$ cat src/rtl/prbs_test_ctrl_if.sv
// Control, status and checker-side signals of the PRBS test controller.
// master drives the controller (host + checker); slave is the controller itself.
interface prbs_test_ctrl_if #(
  parameter int DATA_WIDTH = 16
);
  logic                  start;
  logic                  abort;
  logic [31:0]           test_len;
  logic                  gen_rst;
  logic                  gen_en;
  logic                  chk_rst;
  logic                  chk_en;
  logic                  chk_valid;
  logic [DATA_WIDTH-1:0] chk_err;
  logic                  chk_err_vld;
  logic                  busy;
  logic                  locked;
  logic                  done;
  logic                  acq_fail;
  logic                  lock_loss;
  logic [31:0]           word_cnt;
  logic [31:0]           err_cnt;

  modport master (
    output start, abort, test_len, chk_valid, chk_err, chk_err_vld,
    input  gen_rst, gen_en, chk_rst, chk_en, busy, locked, done,
           acq_fail, lock_loss, word_cnt, err_cnt
  );

  modport slave (
    input  start, abort, test_len, chk_valid, chk_err, chk_err_vld,
    output gen_rst, gen_en, chk_rst, chk_en, busy, locked, done,
           acq_fail, lock_loss, word_cnt, err_cnt
  );
endinterface

$ cat src/rtl/prbs_test_ctrl.sv
// PRBS link test sequencer: resets generator/checker, acquires lock, counts
// words and bit errors in RUN, detects loss of lock and acquisition timeout.
module prbs_test_ctrl #(
  parameter int DATA_WIDTH   = 16,
  parameter int LOCK_WORDS   = 64,
  parameter int UNLOCK_WORDS = 8,
  parameter int ACQ_TIMEOUT  = 4096
) (
  input  logic             clk,
  input  logic             rst,
  prbs_test_ctrl_if.slave  ctl
);

  typedef enum logic [2:0] {IDLE, INIT, ACQ, RUN, DONE} state_t;

  state_t      state, state_nxt;
  logic        init_cnt;
  logic [31:0] good_cnt;
  logic [31:0] bad_cnt;
  logic [31:0] acq_cyc;
  logic [31:0] len_q;
  logic        word_vld;
  logic        word_bad;
  logic        len_hit;
  logic        unlock_hit;
  logic        start_acc;

  function automatic logic [31:0] popcount(input logic [DATA_WIDTH-1:0] e);
    logic [31:0] n;
    n = '0;
    for (int i = 0; i < DATA_WIDTH; i++) n = n + 32'(e[i]);
    return n;
  endfunction

  function automatic logic [31:0] sat_add(input logic [31:0] a, input logic [31:0] b);
    logic [32:0] s;
    s = {1'b0, a} + {1'b0, b};
    return s[32] ? 32'hFFFF_FFFF : s[31:0];
  endfunction

  // RUN words are ignored on the cycle abort is applied so counters hold as-is
  assign word_vld   = (state == RUN) && ctl.chk_err_vld && !ctl.abort;
  assign word_bad   = |ctl.chk_err;
  assign len_hit    = word_vld && (len_q != 32'd0) && (ctl.word_cnt + 32'd1 == len_q);
  assign unlock_hit = word_vld && word_bad && (bad_cnt + 32'd1 == 32'(UNLOCK_WORDS));
  assign start_acc  = (state == IDLE) && ctl.start && !ctl.abort;

  always_ff @(posedge clk or posedge rst) begin
    if (rst) state <= IDLE;
    else     state <= state_nxt;
  end

  always_comb begin
    state_nxt = state;
    case (state)
      IDLE: if (ctl.start) state_nxt = INIT;
      INIT: if (init_cnt) state_nxt = ACQ;
      ACQ: begin
        if (good_cnt == 32'(LOCK_WORDS))             state_nxt = RUN;
        else if (acq_cyc == 32'(ACQ_TIMEOUT - 1))    state_nxt = DONE;
      end
      RUN: begin
        if (len_hit)         state_nxt = DONE;
        else if (unlock_hit) state_nxt = ACQ;
      end
      DONE:    state_nxt = IDLE;
      default: state_nxt = IDLE;
    endcase
    if (ctl.abort) state_nxt = IDLE;
  end

  always_ff @(posedge clk or posedge rst) begin
    if (rst) begin
      init_cnt      <= 1'b0;
      good_cnt      <= '0;
      bad_cnt       <= '0;
      acq_cyc       <= '0;
      len_q         <= '0;
      ctl.gen_rst   <= 1'b0;
      ctl.gen_en    <= 1'b0;
      ctl.chk_rst   <= 1'b0;
      ctl.chk_en    <= 1'b0;
      ctl.busy      <= 1'b0;
      ctl.locked    <= 1'b0;
      ctl.done      <= 1'b0;
      ctl.acq_fail  <= 1'b0;
      ctl.lock_loss <= 1'b0;
      ctl.word_cnt  <= '0;
      ctl.err_cnt   <= '0;
    end else begin
      init_cnt <= (state == INIT) ? !init_cnt : 1'b0;

      if (state == ACQ && state_nxt == ACQ) begin
        acq_cyc <= acq_cyc + 32'd1;
        if (ctl.chk_err_vld) good_cnt <= word_bad ? 32'd0 : good_cnt + 32'd1;
      end else begin
        acq_cyc  <= '0;
        good_cnt <= '0;
      end

      if (state != RUN || state_nxt != RUN) bad_cnt <= '0;
      else if (word_vld)                    bad_cnt <= word_bad ? bad_cnt + 32'd1 : 32'd0;

      if (start_acc) begin
        len_q         <= ctl.test_len;
        ctl.word_cnt  <= '0;
        ctl.err_cnt   <= '0;
        ctl.acq_fail  <= 1'b0;
        ctl.lock_loss <= 1'b0;
      end else begin
        if (word_vld) begin
          ctl.word_cnt <= ctl.word_cnt + 32'd1;
          ctl.err_cnt  <= sat_add(ctl.err_cnt, popcount(ctl.chk_err));
        end
        if (state == ACQ && state_nxt == DONE) ctl.acq_fail  <= 1'b1;
        if (state == RUN && state_nxt == ACQ)  ctl.lock_loss <= 1'b1;
      end

      // Outputs are registered from the next state so they align with it
      ctl.busy    <= (state_nxt != IDLE);
      ctl.locked  <= (state_nxt == RUN);
      ctl.done    <= (state_nxt == DONE);
      ctl.gen_rst <= (state_nxt == INIT);
      ctl.chk_rst <= (state_nxt == INIT) || (state == RUN && state_nxt == ACQ);
      ctl.gen_en  <= (state_nxt == ACQ) || (state_nxt == RUN);
      ctl.chk_en  <= ctl.chk_valid && ((state_nxt == ACQ) || (state_nxt == RUN));
    end
  end

endmodule
$ cat src/flat_wrapper.sv
// flat-port wrapper written by rule: the top's interface ports become plain ports
module prbs_test_ctrl_flat 
#(
  parameter int DATA_WIDTH   = 16,
  parameter int LOCK_WORDS   = 64,
  parameter int UNLOCK_WORDS = 8,
  parameter int ACQ_TIMEOUT  = 4096
)
  (clk, rst, ctl_start, ctl_abort, ctl_test_len, ctl_chk_valid, ctl_chk_err, ctl_chk_err_vld, ctl_gen_rst, ctl_gen_en, ctl_chk_rst, ctl_chk_en, ctl_busy, ctl_locked, ctl_done, ctl_acq_fail, ctl_lock_loss, ctl_word_cnt, ctl_err_cnt);
  prbs_test_ctrl_if #(.DATA_WIDTH(DATA_WIDTH)) ctl_i ();
  input  logic clk;
  input  logic rst;
  input wire logic [$bits(ctl_i.start)-1:0] ctl_start;
  input wire logic [$bits(ctl_i.abort)-1:0] ctl_abort;
  input wire logic [$bits(ctl_i.test_len)-1:0] ctl_test_len;
  input wire logic [$bits(ctl_i.chk_valid)-1:0] ctl_chk_valid;
  input wire logic [$bits(ctl_i.chk_err)-1:0] ctl_chk_err;
  input wire logic [$bits(ctl_i.chk_err_vld)-1:0] ctl_chk_err_vld;
  output wire logic [$bits(ctl_i.gen_rst)-1:0] ctl_gen_rst;
  output wire logic [$bits(ctl_i.gen_en)-1:0] ctl_gen_en;
  output wire logic [$bits(ctl_i.chk_rst)-1:0] ctl_chk_rst;
  output wire logic [$bits(ctl_i.chk_en)-1:0] ctl_chk_en;
  output wire logic [$bits(ctl_i.busy)-1:0] ctl_busy;
  output wire logic [$bits(ctl_i.locked)-1:0] ctl_locked;
  output wire logic [$bits(ctl_i.done)-1:0] ctl_done;
  output wire logic [$bits(ctl_i.acq_fail)-1:0] ctl_acq_fail;
  output wire logic [$bits(ctl_i.lock_loss)-1:0] ctl_lock_loss;
  output wire logic [$bits(ctl_i.word_cnt)-1:0] ctl_word_cnt;
  output wire logic [$bits(ctl_i.err_cnt)-1:0] ctl_err_cnt;
  assign ctl_i.start = ctl_start;
  assign ctl_i.abort = ctl_abort;
  assign ctl_i.test_len = ctl_test_len;
  assign ctl_i.chk_valid = ctl_chk_valid;
  assign ctl_i.chk_err = ctl_chk_err;
  assign ctl_i.chk_err_vld = ctl_chk_err_vld;
  assign ctl_gen_rst = ctl_i.gen_rst;
  assign ctl_gen_en = ctl_i.gen_en;
  assign ctl_chk_rst = ctl_i.chk_rst;
  assign ctl_chk_en = ctl_i.chk_en;
  assign ctl_busy = ctl_i.busy;
  assign ctl_locked = ctl_i.locked;
  assign ctl_done = ctl_i.done;
  assign ctl_acq_fail = ctl_i.acq_fail;
  assign ctl_lock_loss = ctl_i.lock_loss;
  assign ctl_word_cnt = ctl_i.word_cnt;
  assign ctl_err_cnt = ctl_i.err_cnt;
  prbs_test_ctrl #(.DATA_WIDTH(DATA_WIDTH), .LOCK_WORDS(LOCK_WORDS), .UNLOCK_WORDS(UNLOCK_WORDS), .ACQ_TIMEOUT(ACQ_TIMEOUT)) u_core (.clk(clk), .rst(rst), .ctl(ctl_i));
endmodule
$ cat config.mk
export PLATFORM = sky130hd
export DESIGN_NAME = prbs_test_ctrl_flat
export DESIGN_NICKNAME = d
export VERILOG_FILES = /design/src/rtl/prbs_test_ctrl_if.sv /design/src/rtl/prbs_test_ctrl.sv /design/src/flat_wrapper.sv
export SDC_FILE = /design/constraint.sdc
export NUM_CORES = 1
export LEC_CHECK = 0
export ABC_AREA = 1
export CAP_MARGIN = 25
export CORE_MARGIN = 2
export CORE_UTILIZATION = 60
export CTS_BUF_LIST = sky130_fd_sc_hd__clkbuf_4 sky130_fd_sc_hd__clkbuf_8
export CTS_CLUSTER_SIZE = 40
export DETAILED_ROUTE_END_ITERATION = 12
export MAX_ROUTING_LAYER = met4
export PLACE_DENSITY = 0.83
export SYNTH_ARGS = -nofsm -noshare
export SYNTH_HDL_FRONTEND = slang
export SYNTH_SLANG_ARGS = --single-unit
export TNS_END_PERCENT = 1
$ cat constraint.sdc
create_clock -name clk -period 17.3 [get_ports clk]
set_input_delay 2.595 -clock clk [delete_from_list [all_inputs] [get_ports clk]]
set_output_delay 2.595 -clock clk [all_outputs]
set_load 0.005 [all_outputs]
==> flow_metrics.tcl <==
set metrics [dict create \
    seq_area_frac_synth 0.368 \
    clock_sinks 205 \
    critPathMaxFanout 5 \
    rows 55 \
    path_clk_slew_ns 0.06 \
    die_w_um 157 \
    finalSetupViolCount 0 \
    grt_max_degree 139 \
    cts_made_buffers 37 \
    switchingPower_mw 0.358 \
    place_congestion 0.992 \
    antenna_found_initial 1 \
    dp_hpwl_um 28300 \
    ys_types 50 \
    hold_viol 0 \
    finClkSkew_ns 0.0163 \
    synthesis.instances 2003 \
    drive_above_1_share 0.0665 \
    core_area_um2 22700 \
    portBuffers 126 \
    p_comb_frac 0.181 \
    fillCellCount 1872 \
    yosys.area.top_type_share 0.368 \
    initial_core_util 0.614 \
    dieHeight_um 157 \
    critPathKind "input port to register" \
    route.detailed.drc 0 \
    synth_area_leaders "dfrtp_1 (37%), nand2_1 (15%), nor2_1 (7.0%)" \
    hold_buffers 0 \
    routed_wl_um 39200 \
    worstPathRequired_ns 17.76 \
    critical_path.most_common_cell "fa_1" \
    vias 14100 \
    ctsResizeCount 0 \
    cts_root_buf "clkbuf_8" \
    layout_setup_ws_ns 8.70 \
    synth_edf_count 0 \
    track_usage 0.334 \
    switching_share 0.293 \
    critical_path.cell_chain "clkdlybuf4s50_1, inv_1, ha_1, inv_1, fa_1, fa_1, fa_1, fa_1, fa_1, fa_1, fa_1, inv_1, nand3_1, nand2_1, nand2_1, a21oi_1, nand2_1, nor2_1, nand3_1, nor3_1, nand4_1, nor2_1, o21ai_0, o21ai_0" \
    pwr-share-seq 0.424 \
    period_minus_slack_ns 8.60 \
    syn-num-nets 2086 \
    grt_overflow 0 \
    syn_area_um2 14000 \
    synth_top_area_cell "dfrtp_1" \
    peakVddDrop_v 0.0000523 \
    grt_first_pass_wirelength_um 64400 \
    drv_slew 0 \
    cts_buffer_depth 3 \
    synth_ff_type "dfrtp_1" \
    syn_to_final_growth_pct 16.2 \
    detail_route.iter0.violations 1321 \
    ys_seq_elements 205 \
    leakagePower_nw 7.12 \
    status "complete, no violations" \
    wire_per_inst_um 16.1 \
    ios 127 \
    clk_latency_ns 0.55 \
    dieArea_um2 24500 \
    min_path_type "register to register" \
    cts_tree "built" \
    grt_pass1_vias 13500 \
    cpPeakStageDelay_ns 0.54 \
    nets 2213 \
    cap_violations 0 \
    post-cts-setup-buffers 0 \
    drt_pass1_iterations 6 \
    startpoint_type "input port" \
    yosysWarnings 0 \
    h-tree-depth 2 \
    fin_tns_setup_ns 0 \
    async_flop_share 1.00 \
    rsz0062_at_grt "false" \
    slew_headroom 0.349 \
    ant_nets 0 \
    p_clk_frac 0.395 \
    avgSynthCellArea_um2 6.97 \
    worst_ep_arrival_time_ns 9.06 \
    post-place-ws_ns 8.22 \
    vias_per_cell 5.77 \
    worstMarginPinSlew_ns 0.975 \
    slowest_stage "fa_1" \
    endpoint_kind "register" \
    fin_crit_sh 0.497 \
    p_per_area_nw_per_um2 75.3 \
    max_freq_mhz 116 \
    p_int_mw 0.863 \
]
[sequential cells by signal, indices dropped and copies added, names as in the netlist, 3 cells and up]
| name | flops |
|---|---|
| u_core.state | 3 |
| u_core.bad_cnt | 32 |
| u_core.ctl.err_cnt | 32 |
| u_core.good_cnt | 32 |
| u_core.ctl.word_cnt | 32 |
| u_core.len_q | 32 |
| u_core.acq_cyc | 32 |
[path summary, 6_finish.rpt]
| check | startpoint | to | slack, ns | cells after the start |
|---|---|---|---|---|
| setup reg to reg | u_core.state[2] | u_core.acq_cyc[3] | 13.60 | 16 |
| min in group asynchronous | rst | u_core.ctl.err_cnt[15] | 2.35 | 2 |
| max in group asynchronous | rst | u_core.acq_cyc[17] | 13.27 | 4 |
| setup / recovery | ctl_chk_err[0] | u_core.ctl.err_cnt[6] | 8.70 | 24 |
| hold reg to reg | u_core.init_cnt | u_core.init_cnt | 0.46 | 1 |
| hold / removal | u_core.init_cnt | u_core.init_cnt | 0.46 | 1 |
[synthesized netlist by cell type, drive strengths merged, types with 3 or more instances]
| cell type | instances |
|---|---|
| o31ai | 3 |
| a22o | 5 |
| o21ai | 101 |
| xnor3 | 3 |
| ha | 18 |
| nor3b | 3 |
| fa | 11 |
| and2 | 5 |
| nor2 | 280 |
| nor4 | 20 |
| xor2 | 45 |
| inv | 261 |
| nand3b | 28 |
| clkbuf | 33 |
| xnor2 | 13 |
| or2 | 6 |
| nor3 | 57 |
| a21oi | 53 |
| nand4 | 60 |
| o211ai | 4 |
| o22ai | 29 |
| buf | 16 |
| dfrtp | 205 |
| nand3 | 184 |
| nand2 | 549 |
[power groups by stage]
stage / logic (mW) / clock network, mW / registers (mW)
final: 0.221 / 0.482 / 0.518
after global routing: 0.247 / 0.508 / 0.519
after CTS: 0.219 / 0.487 / 0.517
after detailed placement: 0.217 / 0 / 0.525
after global placement: 0.206 / 0 / 0.525
after floorplan: 0.154 / 0 / 0.520
[cell type report]
type / instances / area (um2) / area share
multi-input combinational: 1488 / 7590 / 0.468
clock buffer: 55 / 713 / 0.0440
antenna: 1 / 2.50 / 0.000154
clock inverter: 5 / 52.6 / 0.00324
inverter: 261 / 987 / 0.0609
tap: 285 / 357 / 0.0220
sequential: 205 / 5130 / 0.316
timing repair buffer: 137 / 1380 / 0.0854
[metal layers]
metal,GRT usage,up-vias,share of wire
li1,-,6742,-
met1,0.433,6607,0.42
met2,0.526,618,0.46
met3,0.0598,101,0.086
met4,0.129,0,0.031
met5,-,-,0
[critical path: cells and delay by family]
kind	cells	cell delay, ns
adders and majority gates	8	3.59
and+or+nand+nor	9	1.69
buffers and inverters	4	0.69
AOI/OAI and AO/OA	3	0.49
[metrics by stage]
stage / power (mW) / util / instances / hold slack, ns / cell area, um2
global route: 1.27 / 0.714 / 2437 / 0.481 / 16200
finish: 1.22 / 0.714 / 2437 / 0.458 / 16200
detailed placement: 0.742 / 0.679 / 2375 / 0.434 / 15400
floorplan: 0.674 / - / 2003 / 0.415 / 14000
global placement: 0.731 / 0.678 / 2374 / 0.440 / 15400
CTS: 1.22 / 0.713 / 2435 / 0.452 / 16200
[cells by family after synthesis]
group | count (synthesis) | synth area share
compound gates | 200 | 0.0844
xor+xnor | 63 | 0.0447
fa+ha+maj | 29 | 0.0319
buf+inv | 310 | 0.0901
flops | 205 | 0.368
simple gates | 1196 | 0.381
[placed cells by master, fill, tap and decap left out, types with 2 or more instances in the layout]
cell type	Yosys	layout
buf_16	0	2
or2_2	6	6
nor2_1	261	260
xnor3_1	3	3
buf_4	1	9
nor2_4	8	8
inv_2	3	3
o211ai_1	4	4
inv_1	258	257
nand3_1	180	180
nand4_1	60	60
nand2_1	540	539
nor3_1	55	55
clkbuf_4	0	7
fa_1	11	11
nor2_2	10	11
dfrtp_1	205	205
xor3_1	2	2
ha_1	18	18
clkinv_2	0	3
xnor2_1	13	13
and2_1	5	5
nor4_1	19	18
and3_1	2	2
nand3b_1	28	28
nand2_2	8	9
o22ai_1	29	29
o21ai_1	2	2
a21oi_2	24	24
nor3b_1	3	3
a21oi_1	29	29
nand3_2	3	3
clkdlybuf4s50_1	0	126
xor2_1	45	45
o31ai_1	3	3
a22o_1	5	5
o21ai_0	99	99
clkbuf_8	1	48
nor3_2	2	2
Note: power is estimated with default switching activity, not from simulation.
